==> config.mk <==
export PLATFORM = sky130hd
export DESIGN_NAME = decode_queue
export DESIGN_NICKNAME = d
export VERILOG_FILES = /design/src/rtl/decode_queue_pkg.sv /design/src/rtl/decode_queue_instr_decode.sv /design/src/rtl/decode_queue.sv
export SDC_FILE = /design/constraint.sdc
export NUM_CORES = 1
export LEC_CHECK = 0
export ABC_AREA = 1
export CORE_AREA = 2 2 223 225
export DETAILED_ROUTE_END_ITERATION = 12
export DIE_AREA = 0 0 225 227
export GPL_TIMING_DRIVEN = 0
export SYNTH_ARGS = -nofsm -noshare
export SYNTH_HDL_FRONTEND = slang
export SYNTH_SLANG_ARGS = --single-unit
==> constraint.sdc <==
create_clock -name w_clock -period 9.1 [get_ports w_clock]
set_clock_uncertainty 0.2 [all_clocks]
set_input_delay 1.82 -clock w_clock [delete_from_list [all_inputs] [get_ports w_clock]]
set_output_delay 1.82 -clock w_clock [all_outputs]
set_load 0.02 [all_outputs]
==> src/rtl/decode_queue_pkg.sv <==
// MIPS opcode/function codes and control-bundle bit positions shared by the
// decode queue and its head classifier.
package decode_queue_pkg;

  localparam int CTRL_W = 10;

  // w_ctrl_10 = {alu, unsigned, imm, byte, shift, mem, write, branch, jump, nop}
  localparam int CTRL_ALU    = 9;
  localparam int CTRL_UNS    = 8;
  localparam int CTRL_IMM    = 7;
  localparam int CTRL_BYTE   = 6;
  localparam int CTRL_SHIFT  = 5;
  localparam int CTRL_MEM    = 4;
  localparam int CTRL_WRITE  = 3;
  localparam int CTRL_BRANCH = 2;
  localparam int CTRL_JUMP   = 1;
  localparam int CTRL_NOP    = 0;

  localparam logic [5:0] OP_SPECIAL = 6'h00;
  localparam logic [5:0] OP_REGIMM  = 6'h01;
  localparam logic [5:0] OP_J       = 6'h02;
  localparam logic [5:0] OP_JAL     = 6'h03;
  localparam logic [5:0] OP_BEQ     = 6'h04;
  localparam logic [5:0] OP_BNE     = 6'h05;
  localparam logic [5:0] OP_BLEZ    = 6'h06;
  localparam logic [5:0] OP_BGTZ    = 6'h07;
  localparam logic [5:0] OP_ADDIU   = 6'h09;
  localparam logic [5:0] OP_SLTI    = 6'h0A;
  localparam logic [5:0] OP_SLTIU   = 6'h0B;
  localparam logic [5:0] OP_ORI     = 6'h0D;
  localparam logic [5:0] OP_XORI    = 6'h0E;
  localparam logic [5:0] OP_LUI     = 6'h0F;
  localparam logic [5:0] OP_LB      = 6'h20;
  localparam logic [5:0] OP_LW      = 6'h23;
  localparam logic [5:0] OP_LBU     = 6'h24;
  localparam logic [5:0] OP_SB      = 6'h28;
  localparam logic [5:0] OP_SW      = 6'h2B;

  localparam logic [5:0] FN_SLL   = 6'h00;
  localparam logic [5:0] FN_SRL   = 6'h02;
  localparam logic [5:0] FN_SRA   = 6'h03;
  localparam logic [5:0] FN_SLLV  = 6'h04;
  localparam logic [5:0] FN_SRLV  = 6'h06;
  localparam logic [5:0] FN_SRAV  = 6'h07;
  localparam logic [5:0] FN_JR    = 6'h08;
  localparam logic [5:0] FN_JALR  = 6'h09;
  localparam logic [5:0] FN_MULT  = 6'h18;
  localparam logic [5:0] FN_MULTU = 6'h19;
  localparam logic [5:0] FN_DIV   = 6'h1A;
  localparam logic [5:0] FN_DIVU  = 6'h1B;
  localparam logic [5:0] FN_ADD   = 6'h20;
  localparam logic [5:0] FN_ADDU  = 6'h21;
  localparam logic [5:0] FN_SUB   = 6'h22;
  localparam logic [5:0] FN_SUBU  = 6'h23;
  localparam logic [5:0] FN_SLT   = 6'h2A;
  localparam logic [5:0] FN_SLTU  = 6'h2B;

  localparam logic [4:0] RT_BLTZ = 5'h00;
  localparam logic [4:0] RT_BGEZ = 5'h01;

endpackage

==> src/rtl/decode_queue_instr_decode.sv <==
// Combinational classifier for one instruction word: control bundle, op type,
// destination register, plus the source fields the hazard check compares.
module instr_decode
  import decode_queue_pkg::*;
(
  input  logic [31:0]       instr_i,
  output logic [CTRL_W-1:0] ctrl_o,
  output logic [5:0]        op_type_o,
  output logic [4:0]        dest_o,
  output logic              reg_write_o,
  output logic [4:0]        rs_o,
  output logic [4:0]        rt_o
);

  logic [5:0] op;
  logic [5:0] func;
  logic [4:0] rd;
  logic [4:0] shamt;

  assign op    = instr_i[31:26];
  assign rs_o  = instr_i[25:21];
  assign rt_o  = instr_i[20:16];
  assign rd    = instr_i[15:11];
  assign shamt = instr_i[10:6];
  assign func  = instr_i[5:0];

  always_comb begin
    ctrl_o    = '0;
    op_type_o = op;
    dest_o    = 5'd0;
    case (op)
      OP_SPECIAL: begin
        op_type_o = func;
        case (func)
          FN_JR:   ctrl_o[CTRL_JUMP] = 1'b1;
          FN_JALR: begin ctrl_o[CTRL_JUMP] = 1'b1; dest_o = rd; end
          FN_ADDU, FN_SUBU, FN_SLTU: begin
            ctrl_o[CTRL_ALU] = 1'b1; ctrl_o[CTRL_UNS] = 1'b1; dest_o = rd;
          end
          FN_MULTU, FN_DIVU: begin
            ctrl_o[CTRL_ALU] = 1'b1; ctrl_o[CTRL_UNS] = 1'b1;
          end
          FN_ADD, FN_SUB, FN_SLT: begin ctrl_o[CTRL_ALU] = 1'b1; dest_o = rd; end
          FN_MULT, FN_DIV:        ctrl_o[CTRL_ALU] = 1'b1;
          FN_SRL, FN_SRA: begin
            ctrl_o[CTRL_ALU] = 1'b1; ctrl_o[CTRL_IMM] = 1'b1;
            ctrl_o[CTRL_SHIFT] = 1'b1; dest_o = rd;
          end
          FN_SLLV, FN_SRLV, FN_SRAV: begin
            ctrl_o[CTRL_ALU] = 1'b1; ctrl_o[CTRL_SHIFT] = 1'b1; dest_o = rd;
          end
          // SLL with zero shift is the canonical NOP encoding
          FN_SLL: begin
            if (shamt != 5'd0) begin ctrl_o[CTRL_ALU] = 1'b1; dest_o = rd; end
            else ctrl_o[CTRL_NOP] = 1'b1;
          end
          default: ctrl_o[CTRL_NOP] = 1'b1;
        endcase
      end
      OP_REGIMM: begin
        if (rt_o == RT_BLTZ || rt_o == RT_BGEZ) begin
          ctrl_o[CTRL_BRANCH] = 1'b1;
          op_type_o = {1'b0, rt_o};
        end else begin
          ctrl_o[CTRL_NOP] = 1'b1;
          op_type_o = 6'd0;
        end
      end
      OP_ADDIU, OP_SLTIU: begin
        ctrl_o[CTRL_ALU] = 1'b1; ctrl_o[CTRL_IMM] = 1'b1; ctrl_o[CTRL_UNS] = 1'b1;
        dest_o = rt_o;
      end
      OP_SLTI, OP_ORI, OP_XORI: begin
        ctrl_o[CTRL_ALU] = 1'b1; ctrl_o[CTRL_IMM] = 1'b1; dest_o = rt_o;
      end
      OP_LUI, OP_LW: begin
        ctrl_o[CTRL_MEM] = 1'b1; ctrl_o[CTRL_IMM] = 1'b1; dest_o = rt_o;
      end
      OP_LB, OP_LBU: begin
        ctrl_o[CTRL_MEM] = 1'b1; ctrl_o[CTRL_IMM] = 1'b1; ctrl_o[CTRL_BYTE] = 1'b1;
        ctrl_o[CTRL_UNS] = (op == OP_LBU);
        dest_o = rt_o;
      end
      OP_SW: begin
        ctrl_o[CTRL_MEM] = 1'b1; ctrl_o[CTRL_IMM] = 1'b1; ctrl_o[CTRL_WRITE] = 1'b1;
      end
      OP_SB: begin
        ctrl_o[CTRL_MEM] = 1'b1; ctrl_o[CTRL_IMM] = 1'b1;
        ctrl_o[CTRL_BYTE] = 1'b1; ctrl_o[CTRL_WRITE] = 1'b1;
      end
      OP_J:   begin ctrl_o[CTRL_JUMP] = 1'b1; ctrl_o[CTRL_IMM] = 1'b1; end
      OP_JAL: begin ctrl_o[CTRL_JUMP] = 1'b1; ctrl_o[CTRL_IMM] = 1'b1; dest_o = 5'd31; end
      OP_BEQ, OP_BNE, OP_BGTZ, OP_BLEZ: ctrl_o[CTRL_BRANCH] = 1'b1;
      default: begin
        ctrl_o[CTRL_NOP] = 1'b1;
        op_type_o = 6'd0;
      end
    endcase
  end

  assign reg_write_o = (dest_o != 5'd0);

endmodule

==> src/rtl/decode_queue.sv <==
// Buffered decode stage: instruction FIFO between fetch and issue, with the
// head classified into a registered control bundle and optional load-use bubble.
module decode_queue
  import decode_queue_pkg::*;
#(
  parameter int DEPTH     = 4,
  parameter bit HAZARD_EN = 1'b1
) (
  input  logic                    w_clock,
  input  logic                    w_reset_n,
  input  logic                    w_flush,
  input  logic                    w_in_valid,
  output logic                    w_in_ready,
  input  logic [31:0]             w_instr_32,
  input  logic [31:0]             w_pc_32,
  output logic                    w_out_valid,
  input  logic                    w_out_ready,
  output logic [31:0]             w_out_instr_32,
  output logic [31:0]             w_out_pc_32,
  output logic [CTRL_W-1:0]       w_ctrl_10,
  output logic [5:0]              w_op_type_6,
  output logic [4:0]              w_dest_addr_5,
  output logic                    w_reg_write,
  output logic [$clog2(DEPTH):0]  w_count
);

  localparam int PTR_W = $clog2(DEPTH);
  localparam int CNT_W = PTR_W + 1;

  logic [31:0]       instr_mem_q [DEPTH];
  logic [31:0]       pc_mem_q    [DEPTH];
  logic [PTR_W-1:0]  wr_ptr_q, wr_ptr_d, rd_ptr_q, rd_ptr_d;
  logic [CNT_W-1:0]  count_q, count_d;

  logic              out_valid_q;
  logic [31:0]       out_instr_q, out_pc_q;
  logic [CTRL_W-1:0] ctrl_q;
  logic [5:0]        op_type_q;
  logic [4:0]        dest_q;
  logic              reg_write_q;

  logic [31:0]       head_instr;
  logic [CTRL_W-1:0] head_ctrl;
  logic [5:0]        head_op_type;
  logic [4:0]        head_dest, head_rs, head_rt;
  logic              head_reg_write;
  logic              push, pop, can_load, hazard, out_is_load;

  assign head_instr = instr_mem_q[rd_ptr_q];

  instr_decode u_instr_decode (
    .instr_i     (head_instr),
    .ctrl_o      (head_ctrl),
    .op_type_o   (head_op_type),
    .dest_o      (head_dest),
    .reg_write_o (head_reg_write),
    .rs_o        (head_rs),
    .rt_o        (head_rt)
  );

  assign w_in_ready = (count_q < CNT_W'(DEPTH));
  assign push       = w_in_valid & w_in_ready;
  assign can_load   = (~out_valid_q | w_out_ready) & (count_q != '0);

  // A load in the output register whose rt feeds the head costs one bubble
  assign out_is_load = out_valid_q & ctrl_q[CTRL_MEM] & ~ctrl_q[CTRL_WRITE] &
                       (out_instr_q[31:26] != OP_LUI) & (out_instr_q[20:16] != 5'd0);
  assign hazard = HAZARD_EN & out_is_load &
                  ((head_rs == out_instr_q[20:16]) | (head_rt == out_instr_q[20:16]));
  assign pop    = can_load & ~hazard;

  always_comb begin
    wr_ptr_d = wr_ptr_q;
    rd_ptr_d = rd_ptr_q;
    count_d  = count_q;
    if (w_flush) begin
      wr_ptr_d = '0;
      rd_ptr_d = '0;
      count_d  = '0;
    end else begin
      if (push) wr_ptr_d = wr_ptr_q + PTR_W'(1);
      if (pop)  rd_ptr_d = rd_ptr_q + PTR_W'(1);
      count_d = count_q + CNT_W'(push) - CNT_W'(pop);
    end
  end

  always_ff @(posedge w_clock or negedge w_reset_n) begin
    if (!w_reset_n) begin
      wr_ptr_q <= '0;
      rd_ptr_q <= '0;
      count_q  <= '0;
    end else begin
      wr_ptr_q <= wr_ptr_d;
      rd_ptr_q <= rd_ptr_d;
      count_q  <= count_d;
    end
  end

  always_ff @(posedge w_clock) begin
    if (push && !w_flush) begin
      instr_mem_q[wr_ptr_q] <= w_instr_32;
      pc_mem_q[wr_ptr_q]    <= w_pc_32;
    end
  end

  always_ff @(posedge w_clock or negedge w_reset_n) begin
    if (!w_reset_n) begin
      out_valid_q <= 1'b0;
      out_instr_q <= '0;
      out_pc_q    <= '0;
      ctrl_q      <= '0;
      op_type_q   <= '0;
      dest_q      <= '0;
      reg_write_q <= 1'b0;
    end else if (w_flush) begin
      out_valid_q <= 1'b0;
    end else if (pop) begin
      out_valid_q <= 1'b1;
      out_instr_q <= head_instr;
      out_pc_q    <= pc_mem_q[rd_ptr_q];
      ctrl_q      <= head_ctrl;
      op_type_q   <= head_op_type;
      dest_q      <= head_dest;
      reg_write_q <= head_reg_write;
    end else if (w_out_ready) begin
      out_valid_q <= 1'b0;
    end
  end

  assign w_out_valid    = out_valid_q;
  assign w_out_instr_32 = out_instr_q;
  assign w_out_pc_32    = out_pc_q;
  assign w_ctrl_10      = ctrl_q;
  assign w_op_type_6    = op_type_q;
  assign w_dest_addr_5  = dest_q;
  assign w_reg_write    = reg_write_q;
  assign w_count        = count_q;

endmodule

==> run metrics, run 1 <==
critical register-to-register path endpoint w_count[2]; CTS tree done; Final nets 1535; first-pass GRT wire length about 61000 um; Min-Delay Path Depth 2; max_cap viols 0; mux cell area share after synthesis 0%; routed vias 10100; simple-gate share of the synthesized area 17.3%; outcome complete, no violations; Yosys top cell by area edfxtp_1; Root Driver clkbuf_16; H-tree levels 2; count of final hold-check violations 0; io pins 160; Leakage 7.24 nW; xor-xnor portion of the synthesized cell area less than 1%; Sink Count 350; placed cells 2040; fillcell total 4594; Register Area 0.0100 mm^2; IO buf count 159; clock-pin slew on the worst setup and hold paths around 0.060 ns; Reg2Reg Launch Point rd_ptr_q[0]; flop2flop setup slack about 5.8 ns; final setup violation count 0; Worst-Margin Slew 0.872 ns; Critical path destination instr_mem_q[0][6]; RSZ-0062 raised after global routing false; Worst-Skew Late Latency roughly 0.54 ns; final std cells w/o fill 2114; pin count of the biggest net entering global routing 53; Yosys cell types 42; post-layout minimum cycle time 3.98 ns; setup TNS 0 ns; Rel. slew slack 41.7%; crit path launch w_flush; vias per cell about 4.8; GRT busiest layer met2; WHS 0.286 ns; most frequent cells in the layout 418 x nand2_1, 256 x edfxtp_1, 158 x clkdlybuf4s50_1; die span in x ~230 um; Hold-fix buffers, CTS 0; Synth top area share 53.3%; DR iter-0 viols 722; largest family of logic cells by synthesized area simple AND/OR/NAND/NOR gates; drt first pass iters 4; CP max FO 24; grt ovf 0; initial core utilization 29.7%; reg2reg path depth 20; Final ANT Viol Nets 0; fraction of registers with async set/reset 26.9%; overall power 6.37 mW; post-DR wirelength/cell 19.2 um; # rows 81; maximum VDD drop 143 uV; multi-input logic area 0.00380 mm^2; met1 Usage GRT 21.6%; Synth Instances 1247; Mapped Area approximately 0.014 mm^2; Max Root-Sink Buffers 3; Post-Synth Adder-Cell Area 0.659%; initial antenna violation count 5; top cells by area, synth edfxtp_1 53%, dfrtp_1 16%, nand2_1 11%; dpl hpwl 28200 um; CORE AREA around 0.049 mm^2; kind of critical path primary input to flop; total CTS buffers 39; global placer's final weighted congestion 0.809; commonest non-fill, non-tap cell in the layout nand2_1; gr usage total between 10% and 20%; critical path required time 9.14 ns; vias in the first global route 10100; Pins Over Slew Limit 0; YS warnings 0; WL final 40600 um; Setup crit start kind primary input; Synth Flop Type edfxtp_1; fin crit share roughly 44%; Hold Path Class flop to flop; syn nets 1323; GR met2 Demand/Resource 25.9%; Max Freq roughly 0.25 GHz; number of synthesized flops with an enable pin 256; Post-route DRC 0; compound-cell area share of the yosys netlist 7.64%; Crit. End Element flop; Post-CTS Setup Repair Bufs 0; die height 227 um; CP Data Arrival Time 4.02 ns; share of layout cells above drive strength 1 around 11%; syn avg cell area 11.6 um^2; Resized cells post-CTS 0; register bit total from synthesis 350; met3 Use GR 3.85%; area delta synth->final 28.5%; Seq/Total Area, Yosys 69.6%; area of the die 0.0511 mm^2; Cell Pwr Density roughly 340 mW/mm^2
## stage by stage
| stage | cell area (um^2) | utilization, % | worst slack (ns) |
|---|---|---|---|
| after floorplan | 14400 | - | 3.58 |
| after global placement | 16800 | 34.6 | 0.151 |
| after detailed placement | 17100 | 35.2 | 4.55 |
| after CTS | 18500 | 38.2 | 5.13 |
| after global routing | 18500 | 38.2 | 4.98 |
| final | 18500 | 38.2 | 5.12 |
## kinds of logic after synthesis
| logic type | after synthesis |
|---|---|
| and+or+nand+nor | 592 |
| DFF | 350 |
| AOI/OAI and AO/OA | 177 |
| buffers and inverters | 112 |
| xor gates and xnor gates | 9 |
| adders and majority gates | 7 |
## cell usage after synthesis, types with 6 or more instances
master	n
o21ai_1	35
o21ai_0	52
inv_1	40
nand3_1	81
edfxtp_1	256
nand2_1	418
a21oi_1	36
nor2_1	54
clkbuf_1	10
a32o_1	32
xor2_1	9
dfrtp_1	94
buf_2	15
nand2_2	9
buf_4	19
buf_6	14
nand3_2	6
ha_1	6
inv_2	9
## worst min-delay path by stage
stage,startpoint,end
3_3_place_gp,w_out_instr_32[0],w_out_instr_32[0]
5_1_grt,w_out_instr_32[23],w_out_instr_32[23]
6_report,w_out_pc_32[7],w_out_pc_32[7]
2_1_floorplan,wr_ptr_q[0],wr_ptr_q[0]
3_5_place_dp,w_out_pc_32[29],w_out_pc_32[29]
4_1_cts,w_out_instr_32[6],w_out_instr_32[6]
## cell type report
cell class                 instances  area share (%)
inverter                          50            1.03
sequential                       350            54.1
antenna                            4          0.0540
multi-input combinational        785            20.5
buffer                            62            2.31
tap                              622            4.20
clock inverter                    22            2.15
clock buffer                      48            5.66
timing repair buffer             171            9.95
## routing by layer
layer	share of wire, %	up-vias
met4	1.9	2
met3	6.6	55
met5	0.032	-
met2	46	292
li1	-	4740
met1	45	5020
## sequential cells by signal, indices dropped and copies added (netlist names), 2 cells and up
register	cells
w_ctrl_10	10
w_out_pc_32	32
instr_mem_q	128
w_count	3
w_dest_addr_5	5
w_out_instr_32	32
rd_ptr_q	2
wr_ptr_q	2
w_op_type_6	6
pc_mem_q	128
## worst max-delay path, stage by stage
cell             delay [ns]
clkdlybuf4s50_1        0.47
inv_1                  0.23
nand3_1                0.38
nor2_4                 0.79
buf_12                 0.28
## where the power goes
part           switching (mW)  internal (mW)  leakage (nW)  total [mW]
clock network           0.643           1.13         0.703        1.78
registers               0.183           1.97          3.51        2.15
logic                    1.53          0.907          3.02        2.44
Note: power is estimated with default switching activity, not from simulation.
==> run 2: changes to the inputs <==
clock period = 3.2 ns   (was 9.1 ns; I/O delays follow)
==> run metrics, run 2 (same netlist as run 1, synthesis figures left out) <==
kind of critical path flop to flop; IO buf count 159 (unchanged); io pins 160 (unchanged); wire length on met2 19100 um (+1.0%); area of the die 0.0511 mm^2 (unchanged); Leakage 7.23 nW (about the same); pin count of the biggest net entering global routing 53 (unchanged); total CTS buffers 39 (unchanged); Sw Share 37.4% (+0.34 points); Hold Path Class flop to flop; dpl hpwl 28100 um (-0.41%); commonest non-fill, non-tap cell in the layout nand2_1; die height 227 um (unchanged); Post-route DRC 0 (unchanged); final std cells w/o fill 2116 (+0.095%); post-layout minimum cycle time 3.05 ns; post-DR wirelength/cell 19.3 um (+0.21%); Worst-Margin Slew 0.851 ns (-0.0210 ns); Final nets 1540 (+0.33%); max_cap viols 0 (unchanged); Sink Count 350 (unchanged); vias per cell 4.76 (-0.46%); Cell Pwr Density 966 mW/mm^2 (+180%); WL final 40800 um (+0.31%); sequential share of power 34.1% (+0.3 points); Setup crit start kind flop; CTS tree done; global placer's final weighted congestion 0.797 (-1.5%); H-tree levels 2 (unchanged); gr usage total 16.0% (-0.060 points); fin crit share 95.2%; CP max FO 6 (-75%); initial antenna violation count 4 (-1); clock-pin slew on the worst setup and hold paths 0.06 ns (about the same); outcome complete, no violations; met1 WL 18400 um (+0.63%); # rows 81 (unchanged); Root Driver clkbuf_16; Switch Pwr 6.70 mW (+180%); Final ANT Viol Nets 0 (unchanged); drt first pass iters 7 (+3); Max Freq around 0.33 GHz; CORE AREA 0.0485 mm^2 (unchanged); vias in the first global route 10000 (-0.62%); Top Metal Used met5; Internal Power 11.2 mW (+180%); maximum VDD drop 346 uV (+140%); die span in x 225 um (unchanged); final setup violation count 0 (unchanged); fillcell total 4627 (+0.72%); Crit. End Element flop; Pins Over Slew Limit 0 (unchanged); placed instance area 0.0171 mm^2 (-0.12%); RSZ-0062 raised after global routing false; Worst-Skew Late Latency 0.54 ns (about the same); Comb power frac 39.5% (+1.2 points); WHS 0.286 ns (+0.000462 ns); Rel. slew slack 43.1% (+1.4 points); critical path required time 3.45 ns (-5.69 ns); met3 WL 2460 um (-8.4%); grt ovf 0 (unchanged); DR iter-0 viols 807 (+12%); Post-Route Utilization 38.2% (about the same); area delta synth->final 28.5% (about the same); most frequent cells in the layout 409 x nand2_1, 256 x edfxtp_1, 158 x clkdlybuf4s50_1; initial core utilization 29.7% (unchanged); Clock Power Share 26.4% (-1.5 points); Max Root-Sink Buffers 3 (unchanged); placed cells 2039 (-0.049%); share of layout cells above drive strength 1 12.3% (+0.83 points); overall power 17.9 mW (+180%); first-pass GRT wire length 61100 um (about the same); routed vias 10100 (-0.37%); largest registers instr_mem_q: 128 flops, pc_mem_q: 128 flops; count of final hold-check violations 0 (unchanged); CP Data Arrival Time 3.30 ns (-0.72 ns); final instance area 0.0186 mm^2 (about the same)
## run 2: final cells by class
type                    instances  area [um^2]  share of cell area (%)
clock buffers                  51         1080                    5.83
multi-input cells             785         3830                    20.7
inverters                      50          203                    1.09
clock inverters                19          277                    1.49
plain buffers                  62          445                    2.40
repair buffers                176         1890                    10.2
flip-flops and latches        350        10000                    54.1
well taps                     622          778                    4.20
diodes                          1         2.50                  0.0135
## run 2: worst max-delay path, stage by stage, from the launching register on
cell       delay [ns]
dfrtp_1          0.34
buf_6            0.17
clkinv_8         0.09
clkbuf_16        0.16
nand2_1          0.06
nand3_1          0.07
nand2_2          0.12
inv_2            0.05
nand2_1          0.05
nand2_1          0.05
nor2_1           0.09
nand3_1          0.08
nand2_1          0.08
nand2_2          0.08
nand2_2          0.09
inv_2            0.05
ha_1             0.28
inv_1            0.06
ha_1             0.13
inv_1            0.05
fa_2             0.33
xor2_1           0.16
nor2_1           0.11
## run 2: worst paths after layout
path,start,cells past startpoint,slack (ns),endpoint
worst max-delay path,rd_ptr_q[0],22,0.15,w_count[2]
min in group asynchronous,w_reset_n,2,0.52,w_out_instr_32[17]
worst min register to register,w_out_pc_32[25],2,0.29,w_out_pc_32[25]
worst min-delay path,w_out_pc_32[25],2,0.29,w_out_pc_32[25]
max in group asynchronous,w_reset_n,3,1.53,w_out_pc_32[31]
worst max register to register,rd_ptr_q[0],22,0.15,w_count[2]
## run 2: layer usage
metal | global-route usage [%] | vias to the layer above
met4 | 4.44 | 6
met3 | 3.55 | 51
met2 | 25.9 | 277
met5 | 0 | -
met1 | 21.7 | 4980
li1 | - | 4758
## run 2: what timing repair did
item / in CTS / in global routing
buffers inserted: 0 / 4
cloned: 0 / 1
hold endpoints to repair: 28 / 0
pin swaps: 0 / 5
endpoints found under the setup margin: 1 / 3
hold buffers: 1 / 0
gates resized for setup: 4 / 18
## run 2: stage by stage
step                      worst slack (ns)  setup TNS (ns)
final                                0.152               0
after global routing               0.00213               0
after CTS                         0.000478               0
after detailed placement            -0.192          -15.52
after global placement               -2.69         -868.11
after floorplan                     -0.133          -33.95
## run 2: power by group through the flow
stage | logic (mW) | clock network [mW] | registers (mW)
after floorplan | 3.63 | 0 | 6.63
after global placement | 6.85 | 0 | 6.20
after detailed placement | 6.98 | 0 | 6.19
after CTS | 7.02 | 4.84 | 6.11
after global routing | 7.82 | 5.01 | 6.19
final | 7.07 | 4.73 | 6.11
==> run 3: changes to the inputs <==
CELL_PAD_IN_SITES_DETAIL_PLACEMENT = 1   (was default)
CELL_PAD_IN_SITES_GLOBAL_PLACEMENT = 1   (was default)
CORE_AREA = 2 2 191 193   (was 2 2 223 225)
DIE_AREA = 0 0 193 195   (was 0 0 225 227)
PLACE_DENSITY_LB_ADDON = 0.1   (was default)
SKIP_LAST_GASP = 1   (was default)
==> run metrics, run 3 (same netlist as run 1, synthesis figures left out) <==
outcome complete, no violations; overall power 17.7 mW (-1.4%); Root Driver clkbuf_16; initial antenna violation count 3 (-1); Post-route DRC 0 (unchanged); WL final 41700 um (+2.3%); DR iter-0 viols 577 (-29%); commonest non-fill, non-tap cell in the layout nand2_1; die height 195 um (-14%); Final nets 1544 (+0.26%); count of final hold-check violations 0 (unchanged); Cell Pwr Density 966 mW/mm^2 (about the same); clock-pin slew on the worst setup and hold paths 0.06 ns (about the same); IO buf count 159 (unchanged); reg2reg path depth 19 (-14%); critical register-to-register path endpoint w_count[1]; CORE AREA 0.0354 mm^2 (-27%); Setup crit start kind flop; gr usage total 22.6% (+6.6 points); Hold Path Class flop to flop; H-tree levels 2 (unchanged); max_cap viols 0 (unchanged); Final ANT Viol Nets 0 (unchanged); io pins 160 (unchanged); post-layout minimum cycle time 3.07 ns (+0.0267 ns); pin count of the biggest net entering global routing 64 (+21%); Max Freq 0.325 GHz (-0.87%); Worst-Margin Slew 0.773 ns (-0.0787 ns); total CTS buffers 39 (unchanged); Pins Over Slew Limit 0 (unchanged); global placer's final weighted congestion 0.812 (+2.0%); initial core utilization 40.8% (+11 points); dpl hpwl 28500 um (+1.6%); vias per cell 5.22 (+9.7%); maximum VDD drop 525 uV (+51%); Reg2Reg Launch Point rd_ptr_q[0]; share of layout cells above drive strength 1 12.3% (+0.084 points); Critical path destination w_count[1]; routed vias 10200 (+1.7%); Rel. slew slack 48.4% (+5.3 points); Worst-Skew Late Latency 0.54 ns (about the same); placed instance area 0.0169 mm^2 (-1.1%); drt first pass iters 4 (-3); setup TNS 0 ns (unchanged); die span in x 193 um (-14%); CP Data Arrival Time 3.28 ns (-0.02 ns); flop2flop setup slack 0.13 ns (-0.03 ns); vias in the first global route 10900 (+8.4%); CP max FO 6 (unchanged); area delta synth->final 26.7%; final instance area 0.0183 mm^2 (-1.5%); WHS 0.282 ns (-0.00413 ns); crit path launch rd_ptr_q[0]; Max Root-Sink Buffers 3 (unchanged); Leakage 7.20 nW (-0.41%); kind of critical path flop to flop; first-pass GRT wire length 64200 um (+5.1%); grt ovf 0 (unchanged); area of the die 0.0376 mm^2 (-26%); largest registers instr_mem_q: 128 flops, pc_mem_q: 128 flops; CTS tree done; most frequent cells in the layout 411 x nand2_1, 256 x edfxtp_1, 158 x clkdlybuf4s50_1; post-DR wirelength/cell 21.3 um (+10%); Crit. End Element flop; # rows 69 (-15%); Sink Count 350 (unchanged); fin crit share 96.1% (+0.84 points); critical path required time 3.41 ns (-0.04 ns); final setup violation count 0 (unchanged)
-- run 3: cell types whose count changed in the layout (fill, tap and decap cells not counted), sizes merged --
cell,change
clkbuf,+11
bufinv,-6
buf,+3
clkinv,-2
clkinvlp,-1
inv,+1
-- run 3: report_power, final --
| part | total [mW] | switching [mW] | leakage (nW) | internal (mW) |
|---|---|---|---|---|
| Clock | 4.32 | 1.82 | 0.602 | 2.51 |
| Combinational | 7.23 | 4.51 | 3.09 | 2.73 |
| Sequential | 6.10 | 0.508 | 3.51 | 5.60 |
| Total | 17.7 | 6.83 | 7.20 | 10.8 |
-- run 3: metrics by stage --
step	setup WS [ns]	util [%]	std cells
2_1_floorplan	-0.133	-	1247
3_3_place_gp	-2.88	46.9	1867
3_5_place_dp	-0.353	47.7	1878
4_1_cts	0.00441	51.3	1952
5_1_grt	-0.0299	51.6	1961
6_report	0.125	51.6	1961
-- run 3: layout make-up --
class	instances	area [um^2]
fill	3765	17100
sequential	350	10000
multi-input combinational	785	3850
timing repair buffer	180	1930
clock buffer	61	1120
tap	461	577
buffer	62	445
inverter	50	198
clock inverter	11	119
antenna	1	2.50
-- run 3: timing repair --
item,CTS,global route
pin swaps,1,7
hold buffers,1,0
buffers inserted,1,7
endpoints found under the setup margin,2,3
gates cloned,0,1
hold endpoints to repair,31,0
resized for setup,6,18
-- run 3: worst min path at each step --
stage / startpoint / to / cells after the start
2_1_floorplan: w_reset_n / rd_ptr_q[0] / 0
4_1_cts: w_out_instr_32[11] / w_out_instr_32[11] / 2
5_1_grt: w_out_pc_32[10] / w_out_pc_32[10] / 2
3_5_place_dp: w_out_instr_32[11] / w_out_instr_32[11] / 2
6_report: w_out_instr_32[23] / w_out_instr_32[23] / 2
3_3_place_gp: w_out_instr_32[24] / w_out_instr_32[24] / 2
-- run 3: worst max-delay path, cell delays in order, from the launching register on --
cell     delay (ns)
dfrtp_1        0.37
buf_6          0.15
inv_8          0.10
buf_8          0.12
nand2_1        0.05
nand3_1        0.10
nand2_2        0.09
xor2_1         0.15
nor2_1         0.12
nand3_1        0.08
nand2_1        0.09
nand2_2        0.09
nand2_2        0.09
inv_2          0.04
ha_1           0.28
inv_1          0.06
ha_1           0.13
inv_1          0.06
fa_2           0.53
nor2_1         0.04
-- run 3: metal layers --
metal / wire length [um] / vias up / share of wire (%) / track usage, %
li1: - / 4762 / - / -
met1: 18800 / 5158 / 45 / 31.7
met2: 20100 / 246 / 48 / 37.1
met3: 1910 / 69 / 4.6 / 3.15
met4: 927 / 4 / 2.2 / 5.92
met5: 27 / - / 0.065 / 0
